<file path="config.mk">
export PLATFORM = sky130hd
export DESIGN_NAME = pt_check
export DESIGN_NICKNAME = d
export VERILOG_FILES = /design/src/rtl/arc4_pkg.sv /design/src/rtl/pt_check.sv
export SDC_FILE = /design/constraint.sdc
export NUM_CORES = 1
export LEC_CHECK = 0
export BUFFER_PORTS_ARGS = -buffer_cell sky130_fd_sc_hd__clkbuf_2
export CAP_MARGIN = 10
export CORE_UTILIZATION = 30
export CTS_BUF_LIST = sky130_fd_sc_hd__clkbuf_4 sky130_fd_sc_hd__clkbuf_8
export CTS_CLUSTER_DIAMETER = 60
export DETAILED_ROUTE_END_ITERATION = 7
export PLACE_DENSITY = 0.54
export SLEW_MARGIN = 20
export SYNTH_ARGS = -nofsm -noshare
export SYNTH_HDL_FRONTEND = slang
export SYNTH_SLANG_ARGS = --single-unit
</file>
<file path="constraint.sdc">
create_clock -name clk -period 2.3 [get_ports clk]
set_input_delay 0.23 -clock clk [delete_from_list [all_inputs] [get_ports clk]]
set_output_delay 0.23 -clock clk [all_outputs]
set_load 0.02 [all_outputs]
</file>
<file path="src/rtl/arc4_pkg.sv">
// arc4_pkg
//   Shared definitions for the ARC4 key-cracking datapath.
//   - PRINT_LO / PRINT_HI : inclusive printable-ASCII window (0x20..0x7E)
//   - pt_check_state_t    : state encoding of the plaintext validator FSM
//   - is_printable()      : 1 when a byte lies inside the printable window
package arc4_pkg;

  localparam logic [7:0] PRINT_LO = 8'h20;
  localparam logic [7:0] PRINT_HI = 8'h7E;

  typedef enum logic [1:0] {
    ST_IDLE = 2'd0,
    ST_RD   = 2'd1,
    ST_LEN  = 2'd2,
    ST_CHK  = 2'd3
  } pt_check_state_t;

  function automatic logic is_printable(input logic [7:0] b);
    return (b >= PRINT_LO) && (b <= PRINT_HI);
  endfunction

endpackage

</file>
<file path="src/rtl/pt_check.sv">
// pt_check
//   Plaintext validator. Streams a length-prefixed plaintext memory
//   (byte 0 = length L, bytes 1..L = message) and reports whether every
//   message byte is printable ASCII. Stops at the first bad byte.
//
// Ports:
//   clk        system clock, rising edge
//   rst        asynchronous active-high reset
//   en         start request, sampled only while rdy=1
//   rdy        idle; a new check may be started
//   pt_addr    plaintext memory read address (8 bit, wraps)
//   pt_rddata  plaintext memory read data, one-cycle latency
//   pt_valid   verdict of last completed check (1 = all bytes printable)
//   bad_idx    index of first non-printable byte; only present when
//              the PT_CHECK_DIAG_EN macro is defined
//
// Handshake: a check starts on a rising edge where rdy=1 and en=1. rdy
// drops on the following cycle and rises again in the same cycle that
// pt_valid (and bad_idx) carry the new verdict. en while rdy=0 is dropped.
//
// The current FSM state is held in 'state' (type pt_check_state_t) so
// checkers can bind to it directly.
module pt_check
  import arc4_pkg::*;
(
  input  logic       clk,
  input  logic       rst,
  input  logic       en,
  output logic       rdy,
  output logic [7:0] pt_addr,
  input  logic [7:0] pt_rddata,
  output logic       pt_valid
`ifdef PT_CHECK_DIAG_EN
  ,
  output logic [7:0] bad_idx
`endif
);

  pt_check_state_t state;
  logic [7:0]      len;
  logic [7:0]      idx;

  // pt_addr runs one ahead of idx while in CHK, so the byte arriving on
  // pt_rddata always belongs to idx. Prefetches past L are harmless.
  always_ff @(posedge clk or posedge rst) begin
    if (rst) begin
      state    <= ST_IDLE;
      rdy      <= 1'b1;
      pt_addr  <= 8'd0;
      pt_valid <= 1'b0;
      len      <= 8'd0;
      idx      <= 8'd0;
`ifdef PT_CHECK_DIAG_EN
      bad_idx  <= 8'd0;
`endif
    end else begin
      case (state)
        ST_IDLE: begin
          if (en) begin
            pt_addr  <= 8'd0;
            pt_valid <= 1'b0;
`ifdef PT_CHECK_DIAG_EN
            bad_idx  <= 8'd0;
`endif
            rdy      <= 1'b0;
            state    <= ST_RD;
          end
        end

        ST_RD: begin
          // mem[0] is in flight; start fetching the first message byte
          pt_addr <= 8'd1;
          state   <= ST_LEN;
        end

        ST_LEN: begin
          len     <= pt_rddata;
          idx     <= 8'd1;
          pt_addr <= 8'd2;
          if (pt_rddata == 8'd0) begin
            pt_valid <= 1'b1;
            rdy      <= 1'b1;
            state    <= ST_IDLE;
          end else begin
            state <= ST_CHK;
          end
        end

        ST_CHK: begin
          if (!is_printable(pt_rddata)) begin
            pt_valid <= 1'b0;
`ifdef PT_CHECK_DIAG_EN
            bad_idx  <= idx;
`endif
            rdy      <= 1'b1;
            state    <= ST_IDLE;
          end else if (idx == len) begin
            // L=255 finishes here with idx=255, so idx never overflows
            pt_valid <= 1'b1;
            rdy      <= 1'b1;
            state    <= ST_IDLE;
          end else begin
            idx     <= idx + 8'd1;
            pt_addr <= pt_addr + 8'd1;
          end
        end

        default: begin
          rdy   <= 1'b1;
          state <= ST_IDLE;
        end
      endcase
    end
  end

endmodule

</file>
==> results.txt, run 1 <==
Status: finished, final reports clean
Vias per cell: 5.06
Core ar.: 4880 um^2
Top-Level Pins: 21
Largest net degree at the start of global routing: 36
Clk_skew: 0.0118 ns
Site row count: 25
Router iterations before antenna repair: 4
Footprint of the multi-input gates: 802 um^2
Slew headroom: 52.4%
Yosys reg bits: 28
Final ANT Viol Nets: 0
Number of global-route vias before repair: 1,201
Drt drc: 0
Fin. Hold Viols: 0
RSZ-0062 raised after global routing: false
Syn Area/Cell: 9.58 um^2
PostCTS Resize Cnt: 0
Hold Buf Count CTS: 1
Post-Route WL: 3.37 mm
Total power: 1.95 mW
Yosys cell types: 41
Hpwl dp: 2.42 mm
Yosys warns: 0
Worst setup SP type: flop
Global-route wire length before repair: 5.60 mm
Placed cells: 249
Initial core utilization: 32.2%
Die Y: 74.4 um
Post-Layout Cell Count: 254
Vias: 1,286
Layout area overhead: 16.9%
Net Count, Synth: 177
Pwr Density: 1060 nW/um^2
Max cap viols: 0
Setup tns final: 0 ns
CTS sink count: 28
Element type at the critical path end: flop
Ant. Diodes: 0
Post-CTS Repair Setup Buffers: 0
Max rail drop VDD: 0.000504 V
TritonCTS clock tree: built
Critical path type: reg -> reg
Leakage Power: 0.772 nW
Worst min-delay path class: in -> reg
Mapped Area: 1570 um^2
Die width: 74.4 um
I/O Buffers: 20
Fmax: 557 MHz
DR iter-0 viols: 68
Bufs on Longest Clock Path: 2
# fillers: 526
Gate count of the mapped netlist: 164
Largest fanout on the critical path: 14
Arr. time, crit path: 2.02 ns
Dpl ws: 0.444 ns
Layout cells sized above 1: 24.1%
Worst-path clk slew: 0.10 ns
Fin Hold WS: 0.220 ns
Period utilization: 78.0%
Initial antenna violation count: 0
Die area: 5530 um^2
Skew-Pair Late Insertion Delay: 0.28 ns
Remaining global-route overflow: 0
Total CTS buffers: 3
GR Util All Layers: 13.3%
Clock Tree Root: clkbuf_8
Required @ worst endpoint: 2.52 ns
Slew @ Worst Pin: 0.708 ns
Post-layout min period: 1.79 ns
Layout Nets: 201
Final setup vio count: 0
Post-route setup slack: 0.506 ns
Drt wl/cell: 13.3 um
Slew Limit Fails: 0
CTS H-tree lvls: 1
Placer Congestion: 0.761
Seq/Total Area, Yosys: 44.7%
Register area: 702 um^2
synth_stat cells:
library cell   n  share of area (%)
a21o_1         1               0.48
a21oi_1        4                1.3
a311oi_1       1               0.56
a31oi_1        1               0.40
a41oi_2        1                1.0
and2_0         1               0.40
and3_1         3                1.2
and4_4         1               0.72
buf_2          3               0.96
buf_4          2               0.96
clkbuf_1       2               0.48
clkinv_1       1               0.24
dfrtp_1       27                 43
dfstp_2        1                1.7
ha_1           2                1.6
inv_1          7                1.7
mux2_2         8                5.7
mux2i_1        1               0.64
nand2_1       19                4.5
nand3_1       12                3.8
nand4_1        2               0.80
nor2_1         9                2.1
nor2b_1        2               0.80
nor3_1         4                1.3
nor4_1         2               0.80
o2111ai_1      1               0.56
o211ai_1       4                1.9
o21ai_0        6                1.9
o21ai_1        2               0.64
o21ai_2        1               0.56
o21ba_2        3                1.9
o21bai_1       1               0.48
o22ai_1        1               0.40
o2bb2a_1       1               0.64
o2bb2ai_1      1               0.56
o311ai_0       5                2.8
o311ai_1       2                1.1
or2_2          1               0.40
or3_1          3                1.2
or4_1          7                3.3
xnor2_1        8                4.5
power breakdown:
part	internal (mW)	leakage (nW)	switching [mW]
sequential	0.644	0.355	0.165
combinational	0.346	0.382	0.406
clock	0.233	0.0357	0.156
metrics by stage:
stage	utilization, %	cell area, um^2
floorplan	-	1570
global placement	36.0	1760
detailed placement	36.0	1760
CTS	37.6	1840
global route	37.6	1840
finish	37.6	1840
logic make-up after synthesis:
family	Yosys count	share of synthesized area, %
XOR/XNOR	8	4.46
adder cells (fa/ha/maj)	2	1.59
AND/OR/NAND/NOR	66	21.4
AO/OA/AOI/OAI	36	17.2
multiplexers	9	6.37
buffers and inverters	15	4.30
flip-flops	28	44.7
layout make-up:
| class | count | share of cell area, % |
|---|---|---|
| clock buffer | 3 | 2.25 |
| clock inverter | 1 | 1.63 |
| inverter | 8 | 1.63 |
| multi-input combinational | 121 | 43.7 |
| sequential | 28 | 38.2 |
| tap | 67 | 4.56 |
| timing repair buffer | 26 | 8.04 |
layout by cell type (no fill, tap or decap), drive strengths merged, types with 5 or more instances in the layout:
master,n
clkbuf,23
buf,5
dfrtp,27
mux2,8
or4,7
nand2,19
nor2,9
inv,7
o311ai,7
o21ai,9
xnor2,8
nand3,12
flip-flops by register name (all words and copies together), names as in the netlist:
register,count
idx,8
len,8
pt_addr,8
state,2
pt_valid,1
rdy,1
worst max-delay path, cell delays in order (launching register included):
cell	delay, ns
dfrtp_1	0.60
nor2b_1	0.47
o21ai_1	0.25
and3_1	0.26
a21o_1	0.15
worst paths after layout:
path                                    from      to  slack [ns]  cells after the start
worst min-delay path            pt_rddata[1]  len[1]        0.22                      2
worst max-delay path                state[1]     rdy        0.51                      4
worst min register to register           rdy     rdy        0.52                      1
min in group asynchronous                rst  len[1]        0.53                      4
worst max register to register      state[1]     rdy        0.51                      4
max in group asynchronous                rst     rdy        1.47                      4
per-layer routing:
| metal | share of wire (%) | global-route usage [%] |
|---|---|---|
| met2 | 46 | 22.4 |
| met1 | 51 | 17.2 |
| met5 | 0 | 0 |
| met3 | 3.0 | 3.39 |
| met4 | 0.65 | 2.73 |
Power figures use the tool's default switching activity.
==> inputs of run 2 (changes only) <==
- PLACE_DENSITY: 0.54 -> 0.56
- clock period: 2.3 -> 1.5 ns (I/O delays scaled with it)
==> run 2 against run 1 <==
Against the previous run:
- flip-flop and latch count stayed put
- non-clock buffer count rose by 25
- combinational power grew 98%
- largest power group is now combinational logic
- setup slack got worse by 0.60 ns
- die area stayed put
- sequential power increased by 45%
- sequential share of layout area down 3.8 points
- final cell count rose by 9.8%
- the flow now finishes with violations (negative setup slack)
- final area increased by 11%
- routed wire length rose by 4.6%
==> results.txt, run 2 (same netlist as run 1, synthesis figures left out) <==
Arr. time, crit path: 1.78 ns (-0.24 ns)
Skew-Pair Late Insertion Delay: 0.28 ns (about the same)
Placed Area: 1960 um^2 (+11%)
Post-Layout Cell Count: 279 (+9.8%)
Worst setup SP type: flop
Die Y: 74.4 um (unchanged)
Final setup vio count: 9 (+9)
Layout Nets: 226 (+12%)
Finished Cell Area: 2040 um^2 (+11%)
Slew headroom: 71.1% (+19 points)
Initial antenna violation count: 0 (unchanged)
Remaining global-route overflow: 0 (unchanged)
Largest fanout on the critical path: 33 (+19)
Clk_skew: 0.00555 ns (-0.00626 ns)
Die width: 74.4 um (unchanged)
Max stage delay on crit path: 0.42 ns (-0.18 ns)
Clock Tree Root: clkbuf_8
Worst min-delay path class: in -> reg
DR iter-0 viols: 57 (-16%)
Drt wl/cell: 12.6 um (-4.8%)
Worst-path clk slew: 0.10 ns (about the same)
Fmax: 628 MHz (+13%)
Top-Level Pins: 21 (unchanged)
Bufs on Longest Clock Path: 2 (unchanged)
Global-route wire length before repair: 5.88 mm (+4.9%)
Post-Route WL: 3.52 mm (+4.6%)
Post-layout min period: 1.59 ns (-0.201 ns)
Status: complete, but fails checks
Core ar.: 4880 um^2 (unchanged)
Slowest CP cell: dfrtp_1
Placed cells: 274 (+10%)
Total CTS buffers: 3 (unchanged)
Most common cell after layout, fill and taps aside: buf_4
Final ANT Viol Nets: 0 (unchanged)
RSZ-0062 raised after global routing: true
Required @ worst endpoint: 1.69 ns (-0.83 ns)
Critical path type: reg -> reg
Vias per cell: 4.91 (-3.0%)
Period utilization: 106% (+28 points)
Slew Limit Fails: 0 (unchanged)
Failing checks: negative setup slack
CTS H-tree lvls: 1 (unchanged)
Placer Congestion: 0.810 (+6.4%)
Layout area overhead: 29.7%
Most frequent cells in the layout: 29 x buf_4, 27 x dfrtp_1, 20 x clkbuf_2
Initial core utilization: 32.2% (unchanged)
Hpwl dp: 2.69 mm (+11%)
Largest regs: idx x8, len x8, pt_addr x8
Slew @ Worst Pin: 0.430 ns (-0.279 ns)
Pwr Density: 1540 nW/um^2 (+45%)
Site row count: 25 (unchanged)
GR Util All Layers: 14.1% (+0.80 points)
CTS sink count: 28 (unchanged)
Drt drc: 0 (unchanged)
Ant. Diodes: 0 (unchanged)
Vias: 1,370 (+6.5%)
Leakage Power: 0.895 nW (+16%)
Post-route setup slack: -0.0929 ns (-0.599 ns)
TritonCTS clock tree: built
Max rail drop VDD: 0.000850 V (+68%)
Die area: 5530 um^2 (unchanged)
Layout cells sized above 1: 34.4% (+10 points)
Element type at the critical path end: flop
I/O Buffers: 20 (unchanged)
Number of global-route vias before repair: 1,263 (+5.2%)
Router iterations before antenna repair: 4 (unchanged)
Util after Layout: 41.8% (+4.1 points)
Max cap viols: 0 (unchanged)
Fin. Hold Viols: 0 (unchanged)
Critical-path cell list: xnor2_1, nand4_1, o21ai_2, buf_12, or3_1, o311ai_2
Largest net degree at the start of global routing: 34 (-5.6%)
-- run 2: timing repair --
action | 4_1_cts | 5_1_grt
hold endpoints to repair | 6 | 0
buffers inserted | 0 | 0
hold buffers | 1 | 0
setup endpoints to repair | 11 | 20
pin swaps | 0 | 0
gates resized for setup | 2 | 1
-- run 2: where the power goes --
group,switching (mW),internal [mW]
Sequential,0.184,0.990
Combinational,0.738,0.750
Clock,0.236,0.235
-- run 2: area by class of cell --
| type | instances | area [um^2] |
|---|---|---|
| timing repair buffer | 51 | 348 |
| inverter | 8 | 30.0 |
| fill | 519 | 2840 |
| tap | 67 | 83.8 |
| clock buffer | 4 | 55.1 |
| multi-input combinational | 121 | 820 |
| sequential | 28 | 702 |
-- run 2: per-layer routing --
| layer | up-vias | GRT usage, % | wire [um] | share of wire (%) |
|---|---|---|---|---|
| met5 | - | 0 | 0 | 0 |
| met3 | 4 | 2.85 | 129 | 3.7 |
| met2 | 27 | 21.4 | 1540 | 44 |
| met1 | 635 | 20.3 | 1830 | 52 |
| li1 | 704 | - | - | - |
| met4 | 0 | 3.77 | 27 | 0.77 |
-- run 2: worst max-delay path, delay by kind of cell (launching register included) --
| family | cells | cell delay [ns] |
|---|---|---|
| buffers and inverters | 1 | 0.17 |
| AND/OR/NAND/NOR | 2 | 0.49 |
| AO/OA/AOI/OAI | 2 | 0.29 |
| flip-flops | 1 | 0.42 |
| XOR/XNOR | 1 | 0.13 |
-- run 2: path summary, 6_finish.rpt --
path / from / endpoint / slack [ns] / cells after the start
worst max-delay path: idx[0] / idx[7] / -0.09 / 6
worst min-delay path: pt_rddata[3] / len[3] / 0.15 / 2
worst max register to register: idx[0] / idx[7] / -0.09 / 6
worst min register to register: rdy / rdy / 0.52 / 1
max in group asynchronous: rst / len[5] / 0.63 / 4
min in group asynchronous: rst / idx[5] / 0.37 / 3
-- run 2: stage by stage --
stage | power (mW) | TNS [ns] | setup slack (ns) | hold slack [ns]
after floorplan | 2.07 | -0.00275 | -0.000917 | 0.215
after global placement | 2.67 | -0.559 | -0.103 | 0.135
after detailed placement | 2.68 | -0.647 | -0.168 | 0.138
after CTS | 3.18 | -0.584 | -0.126 | 0.136
after global routing | 3.39 | -2.55 | -0.204 | 0.145
final | 3.13 | -0.379 | -0.0929 | 0.150
==> inputs of run 3 (changes only) <==
- ABC_AREA: not set -> 1
- PLACE_DENSITY: 0.56 -> 0.55
==> run 3 against run 2 <==
Against the previous run:
- the run now ends clean
- total power up 5.1%
- sequential power about the same
- synthesized cell count up 60%
- critical path depth up 1
- via count up 24%
- final area up 7.9%
- non-clock buffer count down 12
- critical path type unchanged
- largest power group unchanged
==> results.txt, run 3 <==
DR iter-0 viols: 81 (+42%)
Global routing met3 resource utilization: 2.74% (-0.10 points)
Placed Area: 2050 um^2 (+5.0%)
Layout cells sized above 1: 22.7% (-12 points)
Element type at the critical path end: flop
Pint: 1.84 mW (-6.9%)
Number of synthesized flops with an enable pin: 0 (unchanged)
GR Util All Layers: 13.7% (-0.35 points)
Vias per cell: 4.56 (-7.1%)
Async set-reset flop share out of synthesis: 100% (unchanged)
Synth area leader: dfrtp_1
Main synth FF type: dfrtp_1
Skew-Pair Late Insertion Delay: 0.28 ns (about the same)
Net switching fraction of the power: 44.2% (+7.2 points)
CTS H-tree lvls: 1 (unchanged)
Top post-synthesis cells by count: 98 x nand2_1, 34 x nor2_1, 27 x dfrtp_1, 26 x inv_1, 20 x nand4_1
Pwr Density: 1500 nW/um^2 (-2.5%)
Most frequent cell after synthesis: nand2_1
Status: finished, final reports clean
Arr. time, crit path: 1.65 ns (-0.13 ns)
Placer Congestion: 0.767 (-5.4%)
Total power: 3.29 mW (+5.1%)
Core ar.: 5640 um^2 (+16%)
Clk pwr share: 13.6% (-1.4 points)
Clk_skew: 0.0145 ns (+0.00897 ns)
CTS sink count: 28 (unchanged)
Finished Cell Area: 2200 um^2 (+7.9%)
Yosys warns: 0 (unchanged)
Max rail drop VDD: 0.000844 V (-0.60%)
Largest cells by area after synthesis: dfrtp_1 37%, nand2_1 20%, nor2_1 7.1%, nand4_1 6.9%, inv_1 5.4%
Number of global-route vias before repair: 1,525 (+21%)
Vias: 1,693 (+24%)
Final setup vio count: 0 (-9)
Global-route wire length before repair: 6.87 mm (+17%)
Bufs on Longest Clock Path: 2 (unchanged)
Yosys reg bits: 28 (unchanged)
Largest regs: idx x8, len x8, pt_addr x8
Initial core utilization: 32.0% (-0.25 points)
Sequential share of power: 35.5% (-2.0 points)
Worst-path clk slew: 0.10 ns (about the same)
Drt wl/cell: 11.2 um (-12%)
Critical path type: reg -> reg
Top-Level Pins: 21 (unchanged)
Site row count: 27 (+8.0%)
Layout area overhead: 21.9%
Most common cell after layout, fill and taps aside: nand2_1
Die area: 6320 um^2 (+14%)
Fmax: 693 MHz (+10%)
RSZ-0062 raised after global routing: true
Share of the synthesized area in the top cell type: 37.5% (-5.5 points)
Ant. Diodes: 0 (unchanged)
Layer with the highest usage: met2
Leakage Power: 1.14 nW (+27%)
Syn Area/Cell: 6.86 um^2 (-28%)
Drt drc: 0 (unchanged)
Fin Hold WS: 0.141 ns (-0.00881 ns)
Remaining global-route overflow: 0 (unchanged)
Comb power frac: 50.9% (+3.4 points)
Fin. Hold Viols: 0 (unchanged)
# fillers: 591 (+14%)
Mapped Area: 1800 um^2 (+15%)
M2 GR Usage: 21.8% (+0.37 points)
Layout Nets: 313 (+38%)
Net Sw Power: 1.45 mW (+26%)
Period utilization: 96.2% (-10 points)
Slew headroom: 70.6% (-0.55 points)
Required @ worst endpoint: 1.71 ns (+0.02 ns)
Largest net degree at the start of global routing: 29 (-15%)
Net Count, Synth: 276 (+56%)
TritonCTS clock tree: built
Slew Limit Fails: 0 (unchanged)
Slew @ Worst Pin: 0.441 ns (+0.0111 ns)
Most frequent cells in the layout: 94 x nand2_1, 33 x nor2_1, 25 x inv_1, 25 x dfrtp_1
Die Y: 79.5 um (+6.9%)
Util after Layout: 39.0% (-2.8 points)
Post-layout min period: 1.44 ns (-0.150 ns)
Max cap viols: 0 (unchanged)
Worst min-delay path class: in -> reg
Post-Route WL: 4.15 mm (+18%)
Worst setup SP type: flop
Gate count of the mapped netlist: 263 (+60%)
Hpwl dp: 2.93 mm (+9.0%)
Router iterations before antenna repair: 4 (unchanged)
Initial antenna violation count: 0 (unchanged)
Final ANT Viol Nets: 0 (unchanged)
Total CTS buffers: 3 (unchanged)
Seq/Total Area, Yosys: 38.9% (-5.7 points)
Die width: 79.5 um (+6.9%)
Largest fanout on the critical path: 8 (-76%)
Grt met1 use: 19.3% (-1.0 points)
Yosys cell types: 23 (-44%)
I/O Buffers: 20 (unchanged)
Clock Tree Root: clkbuf_8
run 3: area by class of cell:
| type | count | area (um^2) | share of cell area [%] |
|---|---|---|---|
| multi-input combinational | 198 | 993 | 45.2 |
| sequential | 28 | 704 | 32.0 |
| tap | 72 | 90.1 | 4.10 |
| timing repair buffer | 39 | 249 | 11.3 |
| clock buffer | 4 | 48.8 | 2.22 |
| inverter | 30 | 113 | 5.12 |
run 3: what timing repair did:
action / in CTS / in global routing
resized for setup: 0 / 14
hold endpoints to repair: 27 / 0
setup endpoints to repair: 0 / 18
buffers inserted: 0 / 2
hold buffers: 1 / 0
run 3: kinds of logic after synthesis:
| kind of cell | Yosys count | synth area share [%] |
|---|---|---|
| compound gates | 10 | 2.78 |
| xor+xnor | 3 | 1.46 |
| fa+ha+maj | 2 | 1.39 |
| buf+inv | 39 | 9.58 |
| flops | 28 | 38.9 |
| mux | 2 | 1.25 |
| simple gates | 179 | 44.6 |
run 3: worst paths after layout:
path	start	endpoint	slack (ns)	depth (start not counted)
max	idx[6]	pt_addr[1]	0.06	7
min	pt_rddata[2]	len[2]	0.14	2
max reg2reg	idx[6]	pt_addr[1]	0.06	7
min reg2reg	rdy	rdy	0.46	2
max in group asynchronous	rst	rdy	0.71	4
min in group asynchronous	rst	pt_addr[2]	0.46	4
run 3: power groups by stage:
stage / sequential, mW / clock (mW) / combinational, mW
2_1_floorplan: 1.22 / 0 / 1.05
3_3_place_gp: 1.17 / 0 / 1.53
3_5_place_dp: 1.18 / 0 / 1.54
4_1_cts: 1.17 / 0.471 / 1.55
5_1_grt: 1.20 / 0.502 / 1.89
6_report: 1.17 / 0.449 / 1.68
run 3: through the flow:
stage	TNS [ns]	std cells	worst slack (ns)
finish	0	371	0.0575
global route	-0.461	371	-0.0447
CTS	0	367	0.0164
detailed placement	0	362	0.0545
global placement	0	362	0.0580
floorplan	0	263	0.111
run 3: worst max-delay path, cell delays in order (launching register included):
cell     delay [ns]
dfrtp_1        0.42
xnor2_1        0.19
nand2_2        0.09
nor2_4         0.23
nand3_4        0.17
nand3_4        0.15
nand2_1        0.07
nand2_1        0.05
run 3: layer usage:
metal	up-vias	wire, um
met2	30	1850
li1	913	-
met4	0	24
met5	-	0
met1	748	2140
met3	2	140
